### src/rtl/left_key_mode_seq_if.sv
// ----------------------------------------------------------------------------
// left_key_mode_seq_if
// Bundles the key inputs and the sequencer outputs of left_key_mode_seq.
//   LEFT_KEY    [3:0] raw key levels from the board, 1 = pressed, asynchronous
//   KEY_EVT     [3:0] one-cycle debounced press pulse per key
//   MODE        [1:0] active mode index 0..3
//   MODE_VALID        a mode has been selected since reset
//   REC_STATE   [2:0] record FSM state (IDLE=0 HOLD=1 ARMED=2 WAIT=3 RUN=4)
//   REC_START         one-cycle pulse on entry to RUN
//   REC_DONE          one-cycle pulse on exit from RUN
//   REC_TIMEOUT       one-cycle pulse on recording auto-stop
//   BLINK             shared blink phase for the LED pattern driver
// master: the key source (board / bench). slave: the sequencer.
// ----------------------------------------------------------------------------
interface left_key_mode_seq_if;
    logic [3:0] LEFT_KEY;
    logic [3:0] KEY_EVT;
    logic [1:0] MODE;
    logic       MODE_VALID;
    logic [2:0] REC_STATE;
    logic       REC_START;
    logic       REC_DONE;
    logic       REC_TIMEOUT;
    logic       BLINK;

    modport master (
        output LEFT_KEY,
        input  KEY_EVT, MODE, MODE_VALID, REC_STATE,
        input  REC_START, REC_DONE, REC_TIMEOUT, BLINK
    );

    modport slave (
        input  LEFT_KEY,
        output KEY_EVT, MODE, MODE_VALID, REC_STATE,
        output REC_START, REC_DONE, REC_TIMEOUT, BLINK
    );
endinterface

### src/rtl/left_key_mode_seq.sv
// ----------------------------------------------------------------------------
// left_key_mode_seq
// Sequencer for the four left-column mode keys: synchronises and debounces
// the keys, selects the active mode (lowest pressed index wins), runs the
// record-arm FSM (long-press arms, release delay starts recording) and
// generates the free-running blink phase.
// Ports:
//   CLK    system clock
//   RESET  synchronous reset, active low
//   bus    left_key_mode_seq_if.slave (keys in, events/mode/record/blink out)
// Optional feature: define REC_TIMEOUT_EN to auto-stop recording after
// MAX_REC_CYCLES cycles in RUN; otherwise REC_TIMEOUT is tied low.
// ----------------------------------------------------------------------------
module left_key_mode_seq #(
    parameter int DEBOUNCE_CYCLES = 240000,
    parameter int HOLD_CYCLES     = 72000000,
    parameter int WAIT_CYCLES     = 72000000,
    parameter int BLINK_HALF      = 12000000,
    parameter int MAX_REC_CYCLES  = 720000000
) (
    input  logic                  CLK,
    input  logic                  RESET,
    left_key_mode_seq_if.slave    bus
);
    localparam int DB_W = (DEBOUNCE_CYCLES > 1) ? $clog2(DEBOUNCE_CYCLES) : 1;
    localparam int HO_W = (HOLD_CYCLES > 1)     ? $clog2(HOLD_CYCLES)     : 1;
    localparam int WT_W = (WAIT_CYCLES > 1)     ? $clog2(WAIT_CYCLES)     : 1;
    localparam int BL_W = (BLINK_HALF > 1)      ? $clog2(BLINK_HALF)      : 1;

    localparam logic [DB_W-1:0] DB_LAST = DB_W'(DEBOUNCE_CYCLES - 1);
    localparam logic [HO_W-1:0] HO_LAST = HO_W'(HOLD_CYCLES - 1);
    localparam logic [WT_W-1:0] WT_LAST = WT_W'(WAIT_CYCLES - 1);
    localparam logic [BL_W-1:0] BL_LAST = BL_W'(BLINK_HALF - 1);

    if (DEBOUNCE_CYCLES < 2 || HOLD_CYCLES < 2 || WAIT_CYCLES < 2 ||
        BLINK_HALF < 2 || MAX_REC_CYCLES < 2) begin : g_param_check
        $error("left_key_mode_seq: cycle parameters must be >= 2");
    end

    typedef enum logic [2:0] {
        S_IDLE  = 3'd0,
        S_HOLD  = 3'd1,
        S_ARMED = 3'd2,
        S_WAIT  = 3'd3,
        S_RUN   = 3'd4
    } rec_state_t;

    // Lowest pressed index has priority when several events coincide.
    function automatic logic [1:0] lowest_idx(input logic [3:0] v);
        if (v[0])      return 2'd0;
        else if (v[1]) return 2'd1;
        else if (v[2]) return 2'd2;
        else           return 2'd3;
    endfunction

    logic [3:0]      r_sync1, r_sync2;
    logic [3:0]      r_db, r_db_prev;
    logic [DB_W-1:0] r_db_cnt [4];
    logic [3:0]      r_key_evt;
    logic [1:0]      r_mode;
    logic            r_mode_valid;
    rec_state_t      r_state, w_state_nxt;
    logic [HO_W-1:0] r_hold_cnt, w_hold_nxt;
    logic [WT_W-1:0] r_wait_cnt, w_wait_nxt;
    logic            r_rec_start, r_rec_done;
    logic            w_start, w_done, w_mode_chg, w_fsm_en;
    logic [BL_W-1:0] r_blink_cnt;
    logic            r_blink;

    // ---- synchroniser, debounce and press-event stage ----
    always_ff @(posedge CLK) begin
        if (!RESET) begin
            r_sync1   <= '0;
            r_sync2   <= '0;
            r_db      <= '0;
            r_db_prev <= '0;
            r_key_evt <= '0;
            for (int k = 0; k < 4; k++) r_db_cnt[k] <= '0;
        end else begin
            r_sync1   <= bus.LEFT_KEY;
            r_sync2   <= r_sync1;
            r_db_prev <= r_db;
            // Press event follows the debounced rising edge by one register.
            r_key_evt <= r_db & ~r_db_prev;
            for (int k = 0; k < 4; k++) begin
                if (r_sync2[k] == r_db[k]) begin
                    r_db_cnt[k] <= '0;
                end else if (r_db_cnt[k] == DB_LAST) begin
                    r_db[k]     <= r_sync2[k];
                    r_db_cnt[k] <= '0;
                end else begin
                    r_db_cnt[k] <= r_db_cnt[k] + 1'b1;
                end
            end
        end
    end

    // ---- mode select stage ----
    always_ff @(posedge CLK) begin
        if (!RESET) begin
            r_mode       <= 2'd0;
            r_mode_valid <= 1'b0;
        end else if (|r_key_evt) begin
            r_mode       <= lowest_idx(r_key_evt);
            r_mode_valid <= 1'b1;
        end
    end

    // Any press other than key2 changes mode away from recording.
    assign w_mode_chg = r_key_evt[0] | r_key_evt[1] | r_key_evt[3];
    assign w_fsm_en   = r_mode_valid && (r_mode == 2'd2);

`ifdef REC_TIMEOUT_EN
    localparam int RN_W = (MAX_REC_CYCLES > 1) ? $clog2(MAX_REC_CYCLES) : 1;
    localparam logic [RN_W-1:0] RN_LAST = RN_W'(MAX_REC_CYCLES - 1);
    logic [RN_W-1:0] r_run_cnt, w_run_nxt;
    logic            r_rec_timeout, w_timeout;
`endif

    // ---- record FSM: next state ----
    always_comb begin
        w_state_nxt = r_state;
        w_hold_nxt  = r_hold_cnt;
        w_wait_nxt  = r_wait_cnt;
`ifdef REC_TIMEOUT_EN
        w_run_nxt   = r_run_cnt;
        w_timeout   = 1'b0;
`endif
        if (w_mode_chg) begin
            // Mode change overrides every FSM transition in the same cycle.
            w_state_nxt = S_IDLE;
            w_hold_nxt  = '0;
            w_wait_nxt  = '0;
`ifdef REC_TIMEOUT_EN
            w_run_nxt   = '0;
`endif
        end else if (w_fsm_en) begin
            case (r_state)
                S_IDLE: begin
                    if (r_db[2]) begin
                        w_state_nxt = S_HOLD;
                        w_hold_nxt  = '0;
                    end
                end
                S_HOLD: begin
                    if (!r_db[2])                 w_state_nxt = S_IDLE;
                    else if (r_hold_cnt == HO_LAST) w_state_nxt = S_ARMED;
                    else                          w_hold_nxt  = r_hold_cnt + 1'b1;
                end
                S_ARMED: begin
                    if (!r_db[2]) begin
                        w_state_nxt = S_WAIT;
                        w_wait_nxt  = '0;
                    end
                end
                S_WAIT: begin
                    if (r_db[2]) begin
                        w_state_nxt = S_ARMED;
                        w_wait_nxt  = '0;
                    end else if (r_wait_cnt == WT_LAST) begin
                        w_state_nxt = S_RUN;
`ifdef REC_TIMEOUT_EN
                        w_run_nxt   = '0;
`endif
                    end else begin
                        w_wait_nxt  = r_wait_cnt + 1'b1;
                    end
                end
                S_RUN: begin
                    if (r_key_evt[2]) begin
                        w_state_nxt = S_IDLE;
`ifdef REC_TIMEOUT_EN
                    end else if (r_run_cnt == RN_LAST) begin
                        w_state_nxt = S_IDLE;
                        w_timeout   = 1'b1;
                    end else begin
                        w_run_nxt   = r_run_cnt + 1'b1;
`endif
                    end
                end
                default: w_state_nxt = S_IDLE;
            endcase
        end
        w_start = (w_state_nxt == S_RUN) && (r_state != S_RUN);
        w_done  = (r_state == S_RUN) && (w_state_nxt != S_RUN);
    end

    // ---- record FSM: state register and registered pulses ----
    always_ff @(posedge CLK) begin
        if (!RESET) begin
            r_state     <= S_IDLE;
            r_hold_cnt  <= '0;
            r_wait_cnt  <= '0;
            r_rec_start <= 1'b0;
            r_rec_done  <= 1'b0;
        end else begin
            r_state     <= w_state_nxt;
            r_hold_cnt  <= w_hold_nxt;
            r_wait_cnt  <= w_wait_nxt;
            r_rec_start <= w_start;
            r_rec_done  <= w_done;
        end
    end

`ifdef REC_TIMEOUT_EN
    always_ff @(posedge CLK) begin
        if (!RESET) begin
            r_run_cnt     <= '0;
            r_rec_timeout <= 1'b0;
        end else begin
            r_run_cnt     <= w_run_nxt;
            r_rec_timeout <= w_timeout;
        end
    end
    assign bus.REC_TIMEOUT = r_rec_timeout;
`else
    assign bus.REC_TIMEOUT = 1'b0;
`endif

    // ---- blink phase stage ----
    always_ff @(posedge CLK) begin
        if (!RESET) begin
            r_blink_cnt <= '0;
            r_blink     <= 1'b0;
        end else if (r_blink_cnt == BL_LAST) begin
            r_blink_cnt <= '0;
            r_blink     <= ~r_blink;
        end else begin
            r_blink_cnt <= r_blink_cnt + 1'b1;
        end
    end

    assign bus.KEY_EVT    = r_key_evt;
    assign bus.MODE       = r_mode;
    assign bus.MODE_VALID = r_mode_valid;
    assign bus.REC_STATE  = r_state;
    assign bus.REC_START  = r_rec_start;
    assign bus.REC_DONE   = r_rec_done;
    assign bus.BLINK      = r_blink;
endmodule
### src/flat_wrapper.sv
// flat-port wrapper written by rule: the top's interface ports become plain ports
module left_key_mode_seq_flat 
#(
    parameter int DEBOUNCE_CYCLES = 240000,
    parameter int HOLD_CYCLES     = 72000000,
    parameter int WAIT_CYCLES     = 72000000,
    parameter int BLINK_HALF      = 12000000,
    parameter int MAX_REC_CYCLES  = 720000000
)
  (CLK, RESET, bus_LEFT_KEY, bus_KEY_EVT, bus_MODE, bus_MODE_VALID, bus_REC_STATE, bus_REC_START, bus_REC_DONE, bus_REC_TIMEOUT, bus_BLINK);
  left_key_mode_seq_if bus_i ();
  input  logic CLK;
  input  logic RESET;
  input wire logic [$bits(bus_i.LEFT_KEY)-1:0] bus_LEFT_KEY;
  output wire logic [$bits(bus_i.KEY_EVT)-1:0] bus_KEY_EVT;
  output wire logic [$bits(bus_i.MODE)-1:0] bus_MODE;
  output wire logic [$bits(bus_i.MODE_VALID)-1:0] bus_MODE_VALID;
  output wire logic [$bits(bus_i.REC_STATE)-1:0] bus_REC_STATE;
  output wire logic [$bits(bus_i.REC_START)-1:0] bus_REC_START;
  output wire logic [$bits(bus_i.REC_DONE)-1:0] bus_REC_DONE;
  output wire logic [$bits(bus_i.REC_TIMEOUT)-1:0] bus_REC_TIMEOUT;
  output wire logic [$bits(bus_i.BLINK)-1:0] bus_BLINK;
  assign bus_i.LEFT_KEY = bus_LEFT_KEY;
  assign bus_KEY_EVT = bus_i.KEY_EVT;
  assign bus_MODE = bus_i.MODE;
  assign bus_MODE_VALID = bus_i.MODE_VALID;
  assign bus_REC_STATE = bus_i.REC_STATE;
  assign bus_REC_START = bus_i.REC_START;
  assign bus_REC_DONE = bus_i.REC_DONE;
  assign bus_REC_TIMEOUT = bus_i.REC_TIMEOUT;
  assign bus_BLINK = bus_i.BLINK;
  left_key_mode_seq #(.DEBOUNCE_CYCLES(DEBOUNCE_CYCLES), .HOLD_CYCLES(HOLD_CYCLES), .WAIT_CYCLES(WAIT_CYCLES), .BLINK_HALF(BLINK_HALF), .MAX_REC_CYCLES(MAX_REC_CYCLES)) u_core (.CLK(CLK), .RESET(RESET), .bus(bus_i));
endmodule
### config.mk
export PLATFORM = sky130hd
export DESIGN_NAME = left_key_mode_seq_flat
export DESIGN_NICKNAME = d
export VERILOG_FILES = /design/src/rtl/left_key_mode_seq_if.sv /design/src/rtl/left_key_mode_seq.sv /design/src/flat_wrapper.sv
export SDC_FILE = /design/constraint.sdc
export NUM_CORES = 1
export LEC_CHECK = 0
export BUFFER_PORTS_ARGS = -buffer_cell sky130_fd_sc_hd__buf_2
export CORE_UTILIZATION = 50
export CTS_BUF_LIST = sky130_fd_sc_hd__clkbuf_16
export CTS_CLUSTER_DIAMETER = 120
export DETAILED_ROUTE_END_ITERATION = 10
export GPL_TIMING_DRIVEN = 0
export PLACE_DENSITY = 0.68
export SYNTH_ARGS = -nofsm -noshare
export SYNTH_HDL_FRONTEND = slang
export SYNTH_SLANG_ARGS = --single-unit
### constraint.sdc
create_clock -name CLK -period 3.4 [get_ports CLK]
set_input_delay 0.34 -clock CLK [delete_from_list [all_inputs] [get_ports CLK]]
set_output_delay 0.34 -clock CLK [all_outputs]
set_load 0.005 [all_outputs]
==> summary.md <==
| Metric | Value |
|---|---|
| Run status | complete, no violations |
| # resized after CTS | 0 |
| Synth cell types | 67 |
| Asr flop ratio synth | 0 |
| First-pass GRT wire length | 30100 um |
| CTS max path bufs | 2 |
| Synth Area in Compound Gates | 0.0762 |
| GR Overflow Total | 0 |
| Required @ worst endpoint | 3730 ps |
| Clk_lat worst skew | 430 ps |
| Initial DRC count | 436 |
| Post-synthesis xor/xnor area fraction | 0.0907 |
| Crit-path cells | nor4b_1 -> nand4_1 -> o311ai_4 -> buf_4 -> nor4_1 -> o21a_1 |
| DIE AREA | 0.0187 mm2 |
| GP Congestion | 0.853 |
| Slew @ Worst Pin | 589 ps |
| Peak VDD IR | 351 uV |
| Synth Flop Type | dfxtp_1 |
| Root cell of the clock tree | clkbuf_16 |
| Post-synth EDFFs | 72 |
| Tcrit/Tclk final | 0.704 |
| CTS Hold Bufs | 0 |
| Mux contribution to synthesized area | 0.0110 |
| Initial antenna violation count | 0 |
| Die X | 137 um |
| Ports | 20 |
| CP max stage delay | 570 ps |
| # diodes | 0 |
| Worst Skew | 13.1 ps |
| H-tree Lvls | 4 |
| Leakage Power | 3.53 nW |
| Top Family by Delay on Critical Path | simple AND/OR/NAND/NOR gates |
| Slowest stage cell, crit path | nor4b_1 |
| Final min period | 2390 ps |
| Initial Utilization | 0.518 |
| Hold crit path type | in2reg |
| Postcts setup bufs | 0 |
| Clock sinks | 179 |
| Critical path class | reg2reg |
| Final setup vio count | 0 |
| Crit path capture type | register |
| Max Cap Viol | 0 |
| CTS tree | yes |
| Setup TNS Final | 0 ps |
| Synth area leader | edfxtp_1 |
| Final WL | 17800 um |
| Most numerous cell in the Yosys netlist | nor2_1 |
| Core area | 0.0175 mm2 |
| Max Clock Freq | 0.418 GHz |
| Gate Count Post-Synth | 966 |
| Largest net degree at the start of global routing | 18 |
| Routed len/inst | 13.6 um |
| Global Route Usage Sum | 0.204 |
| Max Slew Vio Count | 0 |
| Syn. warnings | 0 |
| Top cells by area, synth | edfxtp_1 24%, dfxtp_1 24%, nor2_1 5.7% |
| CTS buffer count | 17 |
| Die Ht | 137 um |
| Router iterations before antenna repair | 5 |
| Critical path peak fanout | 10 |
| CP Launch Type | register |
| Post-Syn Area | 0.00908 mm2 |
| Worst-path clk slew | 70 ps |
| Largest family of logic cells by synthesized area | simple AND/OR/NAND/NOR gates |
| Buffers on Ports | 18 |
| Post-synth top cells | 139 x nor2_1, 107 x dfxtp_1, 72 x edfxtp_1 |
| Layout cells sized above 1 | 0.0764 |
| Post-Synth Adder-Cell Area | 0.00965 |
| PD cells | 417 mW/mm2 |
| HPWL after detailed placement | 12700 um |
| Crit path DAT | 2730 ps |
| Synth Area in Simple Gates | 0.307 |
| Residual DRC | 0 |
| Placed cells | 1280 |
| Final hold vios | 0 |
| Sequential area share after synthesis | 0.474 |
| Vias in the first global route | 6439 |
| Via count | 7047 |
| Area fraction of the dominant cell type after synthesis | 0.238 |
| Final Net Count | 1087 |
| Buf/Inv on CP | 1 |
| Via density per instance | 5.37 |
| # rows | 48 |
| Yosys reg bits | 179 |
| RSZ-0062 raised after global routing | false |
| Fin cells | 1312 |
| Slew HR | 0.601 |
| Antenna-violating nets left | 0 |
| Synth-to-Final Area Change | 13.1% |
| Synth Area per Inst | 9.40 um2 |
==> registers in the layout, summed over array words and instances, names as in the netlist, 24 cells and up <==
signal and count:
u_core.r_wait_cnt 27, u_core.r_db_cnt 72, u_core.r_blink_cnt 24, u_core.r_hold_cnt 27
==> power breakdown <==
part           internal (W)  switching (W)
combinational     0.0000452      0.0000705
sequential          0.00227      0.0000446
clock              0.000957       0.000892
total               0.00328        0.00101
==> per-layer routing <==
metal  vias to the layer above  share of wire  GRT usage
met4                         0          0.011     0.0556
met3                        14          0.028     0.0456
met2                        95           0.48      0.342
met5                         -              0          0
li1                       3646              -          -
met1                      3292           0.48      0.264
==> cell type report <==
| cell class | instances | area, um2 |
|---|---|---|
| repair buffers | 18 | 90.1 |
| plain buffers | 36 | 189 |
| inverters | 24 | 90.1 |
| well taps | 225 | 282 |
| flip-flops and latches | 179 | 4300 |
| fillers | 1575 | 7270 |
| clock inverters | 15 | 121 |
| clock buffers | 17 | 425 |
| multi-input cells | 798 | 4760 |
==> cells by family after synthesis <==
| group | Yosys count |
|---|---|
| AND/OR/NAND/NOR | 503 |
| flip-flops | 179 |
| AO/OA/AOI/OAI | 111 |
| XOR/XNOR | 94 |
| buffers and inverters | 60 |
| multiplexers | 10 |
| adder cells (fa/ha/maj) | 7 |
| other | 2 |
==> worst paths after layout <==
check	from	slack, ps	end	depth (start not counted)
min	bus_LEFT_KEY[1]	110	u_core.r_sync1[1]	2
min reg2reg	u_core.r_db_prev[3]	380	u_core.bus.KEY_EVT[3]	1
max reg2reg	u_core.r_hold_cnt[23]	1010	u_core.r_hold_cnt[26]	6
max	u_core.r_hold_cnt[23]	1010	u_core.r_hold_cnt[26]	6
==> stage by stage <==
stage	hold slack, ps	worst slack [ps]	area, um2	util	total power (W)
2_1_floorplan	367	1470	9340	-	0.00245
3_3_place_gp	371	997	9720	0.554	0.00248
3_5_place_dp	372	973	9720	0.554	0.00248
4_1_cts	96.7	964	10300	0.585	0.00434
5_1_grt	97.1	782	10300	0.585	0.00444
6_report	113	1010	10300	0.585	0.00428
==> layout by cell type, fill, tap and decap left out, drive strengths merged, types with 4 or more instances in the layout <==
cell type  synthesis  final
ha                 7      7
nor4b              7      7
nand2b             7      7
xnor2             47     47
o21a               5      5
nor3              20     20
nor4bb             5      5
a21oi             46     46
o21ai             29     29
dfxtp            107    107
inv               24     33
nor2             139    139
mux2i             10     10
and4bb             4      4
nor2b             14     14
edfxtp            72     72
or4               13     13
o31ai             11     11
conb               2     73
and3              19     19
nand4             44     44
clkbuf            25     42
clkinv             0      5
buf               11     29
nand3             61     61
nor4              20     20
nand2             66     66
and4              18     18
or4b               4      4
o311ai             4      4
or3               30     30
xor2              47     47
and2              19     19
No activity file was read; power rests on OpenSTA's default activity.
